$ cat config.mk
export PLATFORM = sky130hd
export DESIGN_NAME = muldiv_sequencer_flat
export DESIGN_NICKNAME = d
export VERILOG_FILES = /design/src/rtl/muldiv_sequencer_pkg.sv /design/src/rtl/muldiv_sequencer_if.sv /design/src/rtl/muldiv_sequencer_cycle_counter.sv /design/src/rtl/muldiv_sequencer.sv /design/src/flat_wrapper.sv
export SDC_FILE = /design/constraint.sdc
export NUM_CORES = 1
export LEC_CHECK = 0
export ABC_AREA = 1
export CAP_MARGIN = 20
export CORE_MARGIN = 10
export CORE_UTILIZATION = 48
export DETAILED_ROUTE_END_ITERATION = 10
export PLACE_DENSITY = 0.82
export SLEW_MARGIN = 25
export SYNTH_ARGS = -nofsm -noshare
export SYNTH_HDL_FRONTEND = slang
export SYNTH_SLANG_ARGS = --single-unit
$ cat constraint.sdc
create_clock -name clock -period 1.4 [get_ports clock]
set_input_delay 0.28 -clock clock [delete_from_list [all_inputs] [get_ports clock]]
set_output_delay 0.28 -clock clock [all_outputs]
set_load 0.05 [all_outputs]
$ cat src/rtl/muldiv_sequencer_pkg.sv
// rtl/muldiv_sequencer_pkg.sv - shared state encoding and op/mux constants for the mult/div sequencer
package muldiv_pkg;

    typedef enum logic [2:0] {
        IDLE,
        START,
        WAIT_MULT,
        WAIT_DIV,
        COMMIT,
        EXC
    } state_t;

    localparam logic OP_MULT       = 1'b0;
    localparam logic OP_DIV        = 1'b1;
    localparam logic HILO_SEL_MULT = 1'b0;
    localparam logic HILO_SEL_DIV  = 1'b1;

    function automatic logic hilo_sel_for(input logic op);
        return (op == OP_DIV) ? HILO_SEL_DIV : HILO_SEL_MULT;
    endfunction

endpackage

$ cat src/rtl/muldiv_sequencer_if.sv
// rtl/muldiv_sequencer_if.sv - request, unit handshake and HI/LO control bundle for the sequencer
interface muldiv_sequencer_if;

    logic req_valid;
    logic req_op;
    logic req_ready;
    logic mult_start;
    logic mult_done;
    logic div_start;
    logic div_done;
    logic div_zero;
    logic hi_sel;
    logic lo_sel;
    logic hi_write;
    logic lo_write;
    logic hilo_read;
    logic stall;
    logic busy;
    logic op_done;
    logic div_zero_exc;
    logic timeout_exc;

    modport master (
        output req_valid, req_op, mult_done, div_done, div_zero, hilo_read,
        input  req_ready, mult_start, div_start, hi_sel, lo_sel, hi_write, lo_write,
               stall, busy, op_done, div_zero_exc, timeout_exc
    );

    modport slave (
        input  req_valid, req_op, mult_done, div_done, div_zero, hilo_read,
        output req_ready, mult_start, div_start, hi_sel, lo_sel, hi_write, lo_write,
               stall, busy, op_done, div_zero_exc, timeout_exc
    );

endinterface

$ cat src/rtl/muldiv_sequencer_cycle_counter.sv
// rtl/muldiv_sequencer_cycle_counter.sv - clearable enabled cycle counter with terminal-count compare
module muldiv_cycle_counter #(
    parameter int W = 7
) (
    input  logic         clock,
    input  logic         reset,
    input  logic         clr,
    input  logic         en,
    input  logic [W-1:0] limit,
    output logic         tc
);

    logic [W-1:0] count;

    always_ff @(posedge clock or posedge reset) begin
        if (reset) begin
            count <= '0;
        end else if (clr) begin
            count <= '0;
        end else if (en) begin
            count <= count + 1'b1;
        end
    end

    assign tc = (count == limit);

endmodule

$ cat src/rtl/muldiv_sequencer.sv
// rtl/muldiv_sequencer.sv - sequences mult/div units and commits HI/LO; watchdog under MULDIV_TIMEOUT_EN
module muldiv_sequencer
    import muldiv_pkg::*;
#(
    parameter int START_CYCLES   = 1,
    parameter int TIMEOUT_CYCLES = 64,
    parameter int CNT_W          = 7
) (
    input  logic                clock,
    input  logic                reset,
    muldiv_sequencer_if.slave   bus
);

    localparam logic [CNT_W-1:0] START_LIM = CNT_W'(START_CYCLES - 1);
    localparam logic [CNT_W-1:0] TMO_LIM   = CNT_W'(TIMEOUT_CYCLES - 1);

    state_t           state;
    logic             op_q;
    logic             mult_start_q;
    logic             div_start_q;
    logic             write_q;
    logic             op_done_q;
    logic             div_zero_q;
    logic             busy;
    logic             cnt_clr;
    logic             cnt_en;
    logic             cnt_tc;
    logic [CNT_W-1:0] cnt_limit;
`ifdef MULDIV_TIMEOUT_EN
    logic             timeout_q;
`endif

    // One counter serves both the START hold and the WAIT watchdog; it restarts on each phase entry.
    always_comb begin
        cnt_clr   = (state == IDLE) || ((state == START) && cnt_tc);
        cnt_en    = (state == START);
`ifdef MULDIV_TIMEOUT_EN
        if ((state == WAIT_MULT) || (state == WAIT_DIV)) begin
            cnt_en = 1'b1;
        end
`endif
        cnt_limit = (state == START) ? START_LIM : TMO_LIM;
    end

    muldiv_cycle_counter #(
        .W (CNT_W)
    ) u_counter (
        .clock (clock),
        .reset (reset),
        .clr   (cnt_clr),
        .en    (cnt_en),
        .limit (cnt_limit),
        .tc    (cnt_tc)
    );

    always_ff @(posedge clock or posedge reset) begin
        if (reset) begin
            state        <= IDLE;
            op_q         <= OP_MULT;
            mult_start_q <= 1'b0;
            div_start_q  <= 1'b0;
            write_q      <= 1'b0;
            op_done_q    <= 1'b0;
            div_zero_q   <= 1'b0;
`ifdef MULDIV_TIMEOUT_EN
            timeout_q    <= 1'b0;
`endif
        end else begin
            mult_start_q <= 1'b0;
            div_start_q  <= 1'b0;
            write_q      <= 1'b0;
            op_done_q    <= 1'b0;
            div_zero_q   <= 1'b0;
`ifdef MULDIV_TIMEOUT_EN
            timeout_q    <= 1'b0;
`endif
            case (state)
                IDLE: begin
                    if (bus.req_valid) begin
                        op_q         <= bus.req_op;
                        state        <= START;
                        mult_start_q <= (bus.req_op == OP_MULT);
                        div_start_q  <= (bus.req_op == OP_DIV);
                    end
                end
                START: begin
                    if (cnt_tc) begin
                        state <= (op_q == OP_DIV) ? WAIT_DIV : WAIT_MULT;
                    end else begin
                        mult_start_q <= (op_q == OP_MULT);
                        div_start_q  <= (op_q == OP_DIV);
                    end
                end
                WAIT_MULT: begin
                    if (bus.mult_done) begin
                        state     <= COMMIT;
                        write_q   <= 1'b1;
                        op_done_q <= 1'b1;
                    end
`ifdef MULDIV_TIMEOUT_EN
                    else if (cnt_tc) begin
                        state     <= IDLE;
                        timeout_q <= 1'b1;
                    end
`endif
                end
                WAIT_DIV: begin
                    if (bus.div_zero) begin
                        state      <= EXC;
                        div_zero_q <= 1'b1;
                    end else if (bus.div_done) begin
                        state     <= COMMIT;
                        write_q   <= 1'b1;
                        op_done_q <= 1'b1;
                    end
`ifdef MULDIV_TIMEOUT_EN
                    else if (cnt_tc) begin
                        state     <= IDLE;
                        timeout_q <= 1'b1;
                    end
`endif
                end
                COMMIT:  state <= IDLE;
                EXC:     state <= IDLE;
                default: state <= IDLE;
            endcase
        end
    end

    assign busy             = (state != IDLE);
    assign bus.busy         = busy;
    assign bus.req_ready    = ~busy;
    assign bus.stall        = busy && (bus.hilo_read || bus.req_valid);
    assign bus.mult_start   = mult_start_q;
    assign bus.div_start    = div_start_q;
    assign bus.hi_sel       = hilo_sel_for(op_q);
    assign bus.lo_sel       = hilo_sel_for(op_q);
    assign bus.hi_write     = write_q;
    assign bus.lo_write     = write_q;
    assign bus.op_done      = op_done_q;
    assign bus.div_zero_exc = div_zero_q;
`ifdef MULDIV_TIMEOUT_EN
    assign bus.timeout_exc  = timeout_q;
`else
    assign bus.timeout_exc  = 1'b0;
`endif

endmodule

$ cat src/flat_wrapper.sv
// flat-port wrapper written by rule: the top's interface ports become plain ports
module muldiv_sequencer_flat import muldiv_pkg::*;
#(
    parameter int START_CYCLES   = 1,
    parameter int TIMEOUT_CYCLES = 64,
    parameter int CNT_W          = 7
)
  (clock, reset, bus_req_valid, bus_req_op, bus_mult_done, bus_div_done, bus_div_zero, bus_hilo_read, bus_req_ready, bus_mult_start, bus_div_start, bus_hi_sel, bus_lo_sel, bus_hi_write, bus_lo_write, bus_stall, bus_busy, bus_op_done, bus_div_zero_exc, bus_timeout_exc);
  muldiv_sequencer_if bus_i ();
  input  logic clock;
  input  logic reset;
  input wire logic [$bits(bus_i.req_valid)-1:0] bus_req_valid;
  input wire logic [$bits(bus_i.req_op)-1:0] bus_req_op;
  input wire logic [$bits(bus_i.mult_done)-1:0] bus_mult_done;
  input wire logic [$bits(bus_i.div_done)-1:0] bus_div_done;
  input wire logic [$bits(bus_i.div_zero)-1:0] bus_div_zero;
  input wire logic [$bits(bus_i.hilo_read)-1:0] bus_hilo_read;
  output wire logic [$bits(bus_i.req_ready)-1:0] bus_req_ready;
  output wire logic [$bits(bus_i.mult_start)-1:0] bus_mult_start;
  output wire logic [$bits(bus_i.div_start)-1:0] bus_div_start;
  output wire logic [$bits(bus_i.hi_sel)-1:0] bus_hi_sel;
  output wire logic [$bits(bus_i.lo_sel)-1:0] bus_lo_sel;
  output wire logic [$bits(bus_i.hi_write)-1:0] bus_hi_write;
  output wire logic [$bits(bus_i.lo_write)-1:0] bus_lo_write;
  output wire logic [$bits(bus_i.stall)-1:0] bus_stall;
  output wire logic [$bits(bus_i.busy)-1:0] bus_busy;
  output wire logic [$bits(bus_i.op_done)-1:0] bus_op_done;
  output wire logic [$bits(bus_i.div_zero_exc)-1:0] bus_div_zero_exc;
  output wire logic [$bits(bus_i.timeout_exc)-1:0] bus_timeout_exc;
  assign bus_i.req_valid = bus_req_valid;
  assign bus_i.req_op = bus_req_op;
  assign bus_i.mult_done = bus_mult_done;
  assign bus_i.div_done = bus_div_done;
  assign bus_i.div_zero = bus_div_zero;
  assign bus_i.hilo_read = bus_hilo_read;
  assign bus_req_ready = bus_i.req_ready;
  assign bus_mult_start = bus_i.mult_start;
  assign bus_div_start = bus_i.div_start;
  assign bus_hi_sel = bus_i.hi_sel;
  assign bus_lo_sel = bus_i.lo_sel;
  assign bus_hi_write = bus_i.hi_write;
  assign bus_lo_write = bus_i.lo_write;
  assign bus_stall = bus_i.stall;
  assign bus_busy = bus_i.busy;
  assign bus_op_done = bus_i.op_done;
  assign bus_div_zero_exc = bus_i.div_zero_exc;
  assign bus_timeout_exc = bus_i.timeout_exc;
  muldiv_sequencer #(.START_CYCLES(START_CYCLES), .TIMEOUT_CYCLES(TIMEOUT_CYCLES), .CNT_W(CNT_W)) u_core (.clock(clock), .reset(reset), .bus(bus_i));
endmodule
Yosys cells after proc, flatten, opt, wreduce, memory -nomap -nowiden
Cells that the tools add are included.
Widths: inputs -> output; s select.
{ "classes": {"add_sub_neg": 1, "multipliers": 0, "n_div": 0, "order_cmp": 0, "n_eq_ne": 8, "shifts": 0, "n_mux": 23, "bitwise_logic": 3, "reduce_logical": 9} }
{ "ops": {"columns": ["cell", "n"], "rows": [
  ["$mux 3", 5],
  ["$mux 7", 2],
  ["$pmux 3 s4", 1],
  ["$mux 1", 11],
  ["$add 7x1->7 const B", 1],
  ["$eq 7x7->1", 1],
  ["$eq 3x2->1 const B", 2],
  ["$mux 6", 1],
  ["$ne 2x2->1 const B", 3],
  ["$pmux 1 s2", 3],
  ["$reduce_and 4->1", 1],
  ["$eq 3x1->1 const B", 1],
  ["$logic_not 3->1", 1],
  ["$ne 3x3->1 const B", 1],
  ["$not 1->1", 3],
  ["$reduce_bool 3->1", 1],
  ["$logic_and 1x1->1", 2],
  ["$logic_or 1x1->1", 2],
  ["$reduce_and 2->1", 1],
  ["$reduce_bool 2->1", 1]
]} }
{ "totals": {"register_bits": 15, "latch_bits": 0, "ram_bits": 0, "rom_bits": 0, "output_inout_bits": 12, "n_memories": 0} }

Longest topological paths before layout
Gate-level depths: netlist (run 1).
{ "depth": {"ltp_word": 6, "depth_mapped": 8, "mapped_depth_nobuf": 8} }

Hierarchy
A second synthesis (run 1) with hierarchy kept.
{ "hier_totals": {"hier_cells": 148, "hier_area_um2": 985.9} }
{ "modules_own_cells": {"columns": ["mod", "instances", "cells_per_inst", "area_each_um2"], "rows": [
  ["muldiv_cycle_counter", 1, 81, 501.7],
  ["muldiv_sequencer", 1, 67, 484.2]
]} }

Worst setup path after synthesis (run 1)
Ideal clock, no wire load.
{ "synth_timing": {"path_kind": "register to output", "from": "register u_core.state[2]", "to": "output port bus_stall", "t_arrival_ns": 1.377, "setup_slack_ns": -0.257, "stages_incl_launch_ff": 5, "n_path_buf": 0, "path_cell_list": "dfrtp_1 -> nor2_4 -> inv_1 -> nor2_4 -> nor2_1"} }
{ "synth_between": {"elab_chain_cells": 2} }
{ "synth_lines": {"columns": ["item", "line_no", "source"], "rows": [
  ["start: declaration", "muldiv_sequencer.sv:17", "state_t state;"],
  ["start signal: assignment", "muldiv_sequencer.sv:88", "state <= (op_q == OP_DIV) ? WAIT_DIV : WAIT_MULT;"],
  ["$reduce_bool 3->1", "muldiv_sequencer.sv:130", "assign busy = (state != IDLE);"],
  ["$logic_and 1x1->1", "muldiv_sequencer.sv:133", "assign bus.stall = busy && (bus.hilo_read || bus.req_valid);"],
  ["end: declaration", "flat_wrapper.sv:25", "output wire logic [$bits(bus_i.stall)-1:0] bus_stall;"]
]} }
Every way passes these cells.

Worst setup path in the final report (run 1)
{ "layout_timing": {"from": "register u_core.state[1]", "to": "output port bus_busy"} }
{ "layout_between": {"elab_chain_cells": 1} }
{ "layout_lines": {"columns": ["item", "line_no", "source"], "rows": [
  ["$reduce_bool 3->1", "muldiv_sequencer.sv:130", null],
  ["end: declaration", "flat_wrapper.sv:26", "output wire logic [$bits(bus_i.busy)-1:0] bus_busy;"]
]} }
Every way passes these cells.

==> results of run 1 <==
worst max-delay path, stage by stage, from the launching register on:
cell     delay (ps)
dfrtp_1         420
nor2_4          140
inv_2            60
nor2_4          150
inv_1            70
buf_6           150
cell type report:
cell class	count	area share [%]
Inverter	15	4.290
Clock buffer	4	2.002
Multi-Input combinational cell	67	31.46
Timing Repair Buffer	34	31.17
Sequential cell	15	28.69
Tap cell	25	2.383
cell usage in the layout (no fill, tap or decap):
cell              n
clkbuf_1          1
dfrtp_1          14
nand3_1           8
o22ai_1           2
inv_2             1
or2_2             1
nor2_2            2
buf_6             3
dfrtp_2           1
inv_1            14
nand3b_4          1
nor2_1            7
o31ai_1           1
buf_12           10
xnor2_1           1
buf_4            14
o21ai_2           6
ha_1              1
a21oi_1           1
xor2_1            1
o21ai_1           1
nand2_2           1
nand2_1          22
o21bai_4          1
conb_1            1
o21ai_0           3
nand2_4           1
clkbuf_4          3
o22ai_2           1
nor2_4            4
clkdlybuf4s50_1   7
worst max-delay path by stage:
stage / from / end / slack, ps / cells after the start
5_1_grt: u_core.state[1] / bus_busy / -240 / 5
4_1_cts: u_core.state[2] / bus_busy / -180 / 5
3_3_place_gp: bus_div_zero / u_core.state[0] / -30 / 7
6_report: u_core.state[1] / bus_busy / -160 / 5
2_1_floorplan: u_core.state[1] / bus_busy / -180 / 4
3_5_place_dp: bus_div_zero / u_core.state[0] / -60 / 6
flip-flops by register name, indices dropped and copies added, names as in the netlist:
name	flops
u_core.bus.div_start	1
u_core.bus.div_zero_exc	1
u_core.bus.hi_write	1
u_core.bus.mult_start	1
u_core.op_q	1
u_core.state	3
u_core.u_counter.count	7
layer usage:
metal	wire, um	vias to the layer above
li1	-	386
met1	878	373
met2	1145	31
met3	145	8
met4	68	0
met5	0	-
cell usage after synthesis, types with 2 or more instances:
cell	n
nand2_1	23
dfrtp_1	15
inv_1	15
nor2_1	9
nand3_1	8
o21ai_2	6
buf_4	4
o21ai_0	4
o22ai_1	3
nor2_2	2
nor2_4	2
repair_timing:
action / CTS / global route
resized for setup: 4 / 9
buffers inserted: 5 / 5
endpoints found under the setup margin: 3 / 11
pin swaps: 2 / 6
report_power, final:
group	switching (mW)	internal, mW	total (mW)
logic	0.974	0.854	1.83
registers	0.130	0.515	0.644
clock network	0.143	0.111	0.253
cell families (layout without fill, tap and decap cells):
kind of cell	count (synthesis)	after routing
other cells	1	1
fa+ha+maj	1	1
compound gates	16	16
buf+inv	20	53
flops	15	15
xor+xnor	2	2
simple gates	47	47
==> metrics.txt, run 1 <==
placed inst area=1171 sq um; Clock Latency Late Sink=280 ps; crit path max fanout=4; crit start category=flop; cell taking the most area after synthesis=dfrtp_1; Setup crit end kind=output port; DRT antenna net count=0; WP data required=1120 ps; met3 Track Usage GR=4.301%; CTS H-tree lvls=1; Setup Viol. Count Final=3; Most used DFF post-synth=dfrtp_1; Adder-Cell Fraction of Synth Area=about 1.5%; final core utilization=76.85%; largest net degree at the start of global routing=16; Area Overhead vs Synth=54.04%; final setup margin=-163.3 ps; die area=3860 sq um; port bufs=18; design area=approximately 1300 sq um; Worst-path clk slew=90 ps; cts bufs inserted=3; period utilization=111.7%; Residual DRC=0; outcome=finished, violations left; Post-Synthesis Cells=approximately 100; r2r setup slk=about 60 ps; Fin Setup TNS=-412.6 ps; gr ovfl total=0; met1 usage in global routing=between 10 and 15%; I/O Pins=20; Avg WL per Cell=13.98 um; CTS tree=yes; FF-to-FF End=u_core.op_q; peak supply drop=1.587 mV; gr usage total=a little under an eighth; Setup CP Type=reg -> out; largest family of logic cells by synthesized area=simple AND/OR/NAND/NOR gates; clock sink count=15; Final Non-Filler Cells=160; via count=798; grt met2 use=19.10%; clock tree skew after final layout=between 2 and 3 ps; Fmax achieved=639.7 MHz; Netlist cell types=22; Fill cells=between 90 and 100; P_leak=0.6340 nW; sequential area share after synthesis=44.05%; initial core utilization=49.89%; total power=2.725 mW; Synth Area per Inst=roughly 8.4 sq um; fraction of layout cells with a size suffix above 1=37.04%; initial antenna violation count=0; Yosys warning count=0; worst slack, placed=-55.23 ps; crit path DAT=1280 ps; Longest Clk Path Bufs=2; Site Rows=15; vias in the first global route=832; Worst Reg2Reg Path Length in Cells=9; placed insts=about 150; ys async rst share=100.0%; DRT Pass-1 Iters=4; core area=approximately 1700 sq um; Most Crowded Layer GR=met2; FF+latch count, synth=15; CTS Hold Buffers Added=0; number of flops mapped to enable cells by yosys=0; root buffer cell=clkbuf_4; post-synth top area share=~44%; area of the multi-input gates=412.9 sq um; Die Y=slightly above 60 um; mux cell area share after synthesis=0%; routed wire length=~2.2 mm; Tmin final=about 1600 ps; hold slack=284.1 ps; Final Hold Fails=0; Final nets=around 150; post-synthesis simple-gate area fraction=25.70%; Max Slew Vio Count=0; failing checks=setup timing; first-pass GRT wire length=3.643 mm; Syn Std Cell Area=852.1 sq um; RSZ-0062 raised after global routing=true; worst r2r src=u_core.state[1]; FF+latch area=between 300 and 400 sq um; DPL Wire Length=between 1.5 and 2 mm; ANT cells=0; Synth Area in XOR/XNOR=2.056%; Hold WC Path Type=in -> async; Synth Area in Compound Gates=14.39%; Synthesized Nets=111; detailed router's first-iteration violation count=24; top post-synthesis cells by area=dfrtp_1 44%, nand2_1 10%, inv_1 6.6%, o21ai_2 6.2%, nand3_1 4.7%; max_cap viols=0; pwr dens=2076 nW/um^2; die width=62.13 um; routability cong.=0.7255; vias per cell=4.988
Note: power is estimated with default switching activity, not from simulation.
==> run 2, diff against run 1 <==
- CORE_UTILIZATION: 48 -> 43
- PLACE_DENSITY: 0.82 -> 0.78
- clock period: 1.4 -> 1.3 ns (I/O delays scaled with it)
==> run 2 against run 1 <==
Against the previous run:
- clock skew is 0.52 ps higher
- clock-buffer cell count is 1 lower
- critical path depth stayed put
- total power is 0.65% higher
- the run still ends with setup timing left
- critical endpoint is now bus_stall
- highest routed layer unchanged
- combinational power is 4% lower
- cell area stayed put
- critical path type unchanged
- cell count is 0.63% higher
- clock power is 9.5% higher
- sequential share of layout area is 0.095 points higher
==> metrics.txt, run 2 (synthesis gave the netlist of run 1 again) <==
outcome=finished, violations left; failing checks=setup timing; die area=4162 sq um; Clock Latency Late Sink=290 ps; crit path max fanout=4; final setup margin=-218.9 ps; Setup CP Type=reg -> out; pwr dens=2090 nW/um^2; Setup crit end kind=output port; Die Y=64.52 um; clock sink count=15; crit path DAT=1260 ps; Final Hold Fails=0; leading cell type in the layout, fill and taps excluded=nand2_1; Site Rows=16; Max Slew Vio Count=0; ANT cells=0; gr usage total=about a tenth; Area Overhead vs Synth=54.04%; Residual DRC=0; CTS tree=yes; Fmax achieved=658.4 MHz; DRT antenna net count=0; detailed router's first-iteration violation count=18; P_leak=0.6272 nW; RSZ-0062 raised after global routing=true; Tmin final=1519 ps; Longest Clk Path Bufs=2; final core utilization=68.29%; root buffer cell=clkbuf_4; CTS Hold Buffers Added=0; FF-to-FF End=u_core.u_counter.count[4]; Avg WL per Cell=approximately 13 um; CTS H-tree lvls=1; die width=64.52 um; crit start category=flop; initial core utilization=44.34%; fraction of layout cells with a size suffix above 1=41.04%; initial antenna violation count=0; I/O Pins=20; clock tree skew after final layout=about 3.2 ps; vias in the first global route=764; Fin Setup TNS=-969.8 ps; Biggest register=u_core.u_counter.count; r2r setup slk=-70 ps; routability cong.=0.7885; biggest regs=u_core.u_counter.count x7, u_core.state x3; worst slack, placed=-133.6 ps; peak supply drop=1.724 mV; period utilization=116.8%; DRT Pass-1 Iters=4; gr ovfl total=0; first-pass GRT wire length=3.387 mm; port bufs=18; largest net degree at the start of global routing=16; cts bufs inserted=3; commonest non-fill, non-tap cells in the layout=21 x nand2_1, 13 x inv_1, 13 x buf_4, 13 x dfrtp_1, 11 x buf_12; Hold WC Path Type=in -> async; vias per cell=4.708; DPL Wire Length=1.544 mm; Final nets=144; Worst-path clk slew=100 ps; routed wire length=2.097 mm; Setup Viol. Count Final=11; via count=758; core area=1922 sq um; Worst Reg2Reg Path Length in Cells=6; max reg flops=7; max_cap viols=0; WP data required=1040 ps; worst r2r src=u_core.state[1]
[run 2: through the flow]
step / power, mW / cells / hold WS, ps / instance area, sq um
5_1_grt: 2.882 / 161 / 293.0 / 1313
3_3_place_gp: 2.292 / 152 / 538.1 / 1209
6_report: 2.743 / 161 / 259.2 / 1313
3_5_place_dp: 2.325 / 152 / 555.7 / 1209
4_1_cts: 2.676 / 158 / 261.3 / 1255
2_1_floorplan: 1.604 / 102 / 161.5 / 854.6
[run 2: timing repair]
action | in CTS | in global routing
pin swaps | 2 | 4
gates resized for setup | 1 | 12
buffers inserted | 2 | 3
endpoints found under the setup margin | 3 | 13
[run 2: worst max path at each step]
stage | startpoint | to | cells past startpoint
detailed placement | bus_div_zero | u_core.state[0] | 7
CTS | u_core.state[2] | bus_busy | 5
finish | u_core.state[1] | bus_stall | 5
floorplan | u_core.state[1] | bus_busy | 4
global placement | bus_div_zero | u_core.state[0] | 7
global route | u_core.state[1] | bus_stall | 5
[run 2: worst max-delay path, stage by stage, from the launching register on]
cell	delay [ps]
dfrtp_1	410
nor2_4	130
inv_2	60
nor2_4	150
nor2_2	70
buf_12	150
[run 2: final cells by class]
cell class | instances | area [sq um]
tap | 27 | 33.78
fill | 152 | 609.3
inverter | 15 | 56.30
clock inverter | 1 | 5.005
sequential | 15 | 377.9
clock buffer | 3 | 22.52
timing repair buffer | 33 | 410.4
multi-input combinational | 67 | 406.6
[run 2: routing by layer]
layer / global-route usage [%] / vias up / share of wire (%)
li1: - / 383 / -
met1: 10.66 / 351 / 38
met2: 17.61 / 18 / 55
met3: 2.062 / 6 / 3.6
met4: 5.348 / 0 / 2.7
met5: 0 / - / 0
[run 2: where the power goes]
part           total, mW  switching [mW]  internal [mW]  leakage [nW]
logic               1.76           0.976          0.785         0.409
registers          0.705           0.144          0.561         0.200
clock network      0.277           0.163          0.114        0.0177
total               2.74            1.28           1.46         0.627
==> run 3, diff against run 2 <==
- ABC_CLOCK_PERIOD_IN_PS: default -> 1800
- CORE_UTILIZATION: 43 -> 51
- PLACE_DENSITY: 0.78 -> 0.86
- clock period: 1.3 -> 1.8 ns (I/O delays scaled with it)
==> run 3 against run 2 <==
Against the previous run:
- the run now ends clean
- first-iteration DRC count up 5.6%
- critical endpoint unchanged
- wire length down 15%
- highest routed layer unchanged
- flip-flop and latch count unchanged
- clock-buffer cell count up 1
- sequential power down 33%
- clock power down 29%
- clock skew down 1.3 ps
- register-to-register slack better by 440 ps
==> metrics.txt, run 3 (synthesis gave the netlist of run 1 again) <==
period utilization=96.66%; fraction of layout cells with a size suffix above 1=25.62%; Max Slew Vio Count=0; commonest non-fill, non-tap cells in the layout=23 x nand2_1, 15 x dfrtp_1, 14 x inv_1; Setup Viol. Count Final=0; worst r2r src=u_core.u_counter.count[0]; initial core utilization=55.28%; routability cong.=0.7587; vias in the first global route=~730; Fmax achieved=574.7 MHz; root buffer cell=clkbuf_4; DRT Pass-1 Iters=4; cell mode on critical path=nor2_4; die width=60.88 um; crit path max fanout=6; DPL Wire Length=approximately 1.4 mm; hold slack=approximately 420 ps; cts bufs inserted=3; Worst path max stage delay=430 ps; pwr dens=1606 nW/um^2; ANT cells=0; clock tree skew after final layout=1.947 ps; first-pass GRT wire length=3.084 mm; port bufs=18; Fin Setup TNS=0 ps; Die Y=60.88 um; biggest regs=u_core.u_counter.count x7, u_core.state x3; FF-to-FF End=u_core.state[0]; Tmin final=between 1500 and 2000 ps; via count=731; clock sink count=15; outcome=complete, no violations; Worst path top cell family by delay=simple AND/OR/NAND/NOR gates; leading cell type in the layout, fill and taps excluded=nand2_1; crit start category=flop; Longest Clk Path Bufs=2; max reg flops=7; routed wire length=1.787 mm; WP data required=around 1400 ps; Biggest register=u_core.u_counter.count; Final nets=131; CTS H-tree lvls=1; Buf/Inv on CP=2; Worst path depth=5; Clock Latency Late Sink=290 ps; DRT antenna net count=0; largest net degree at the start of global routing=16; critical path cell sequence=nor2_4, inv_4, nor2_4, nor2_1, buf_12; I/O Pins=20; core area=~1500 sq um; die area=3706 sq um; Slew HR=a little over three fifths; Site Rows=14; Setup crit end kind=output port; P_leak=approximately 0.52 nW; detailed router's first-iteration violation count=19; Area Overhead vs Synth=23.05%; CTS Hold Buffers Added=0; Residual DRC=0; Final Hold Fails=0; max_cap viols=0; total power=1.684 mW; Tightest Pin Transition=560.0 ps; Setup CP Type=reg -> out; Worst Reg2Reg Path Length in Cells=6; crit path DAT=1380 ps; RSZ-0062 raised after global routing=false; r2r setup slk=approximately 370 ps; CTS tree=yes; peak supply drop=~1.3 mV; crit path max-delay cell type=dfrtp_1; gr ovfl total=0; initial antenna violation count=0; vias per cell=5.336; Worst-path clk slew=around 90 ps; Avg WL per Cell=13.04 um; Hold WC Path Type=in -> async; gr usage total=10.77%
run 3: cell count changes in the layout (fill, tap and decap cells not counted), sizes merged:
| cell | previous run | this run |
|---|---|---|
| buf | 26 | 13 |
| clkbuf | 3 | 4 |
| clkinv | 1 | 0 |
run 3: where the power goes:
part | internal (mW) | switching, mW
Combinational | 0.365 | 0.651
Sequential | 0.400 | 0.0701
Clock | 0.0862 | 0.111
Total | 0.852 | 0.832
run 3: how the worst max path moves through the flow:
| stage | startpoint | to | slack, ps |
|---|---|---|---|
| 5_1_grt | u_core.state[2] | bus_busy | 5 |
| 6_report | u_core.state[2] | bus_stall | 60 |
| 3_5_place_dp | bus_req_valid | bus_stall | 180 |
| 4_1_cts | u_core.state[1] | bus_busy | 40 |
| 3_3_place_gp | bus_req_valid | bus_stall | 200 |
| 2_1_floorplan | u_core.state[2] | bus_stall | 60 |
run 3: metrics by stage:
| step | instance area, sq um | setup slack (ps) | utilization [%] | std cells |
|---|---|---|---|---|
| floorplan | 852.1 | 62.63 | - | 102 |
| global placement | 1005 | 196.3 | 65.18 | 131 |
| detailed placement | 1005 | 183.3 | 65.18 | 131 |
| CTS | 1031 | 36.35 | 66.88 | 135 |
| global route | 1049 | 4.987 | 68.02 | 137 |
| finish | 1049 | 60.03 | 68.02 | 137 |
run 3: layout make-up:
cell class	count	area (sq um)
fill	124	493.0
sequential	15	375.4
multi-input combinational	67	375.4
timing repair buffer	20	192.7
inverter	15	58.81
clock buffer	4	26.28
tap	16	20.02
run 3: what timing repair did:
item / CTS / global route
buffers inserted: 0 / 2
endpoints found under the setup margin: 2 / 2
gates cloned: 0 / 0
pin swaps: 0 / 1
resized for setup: 1 / 1
run 3: per-layer routing:
metal / global-route usage, % / part of all wire (%)
met1: 11.43 / 39
met2: 17.32 / 50
met3: 5.219 / 9.7
met4: 5.643 / 0.78
met5: 0 / 0
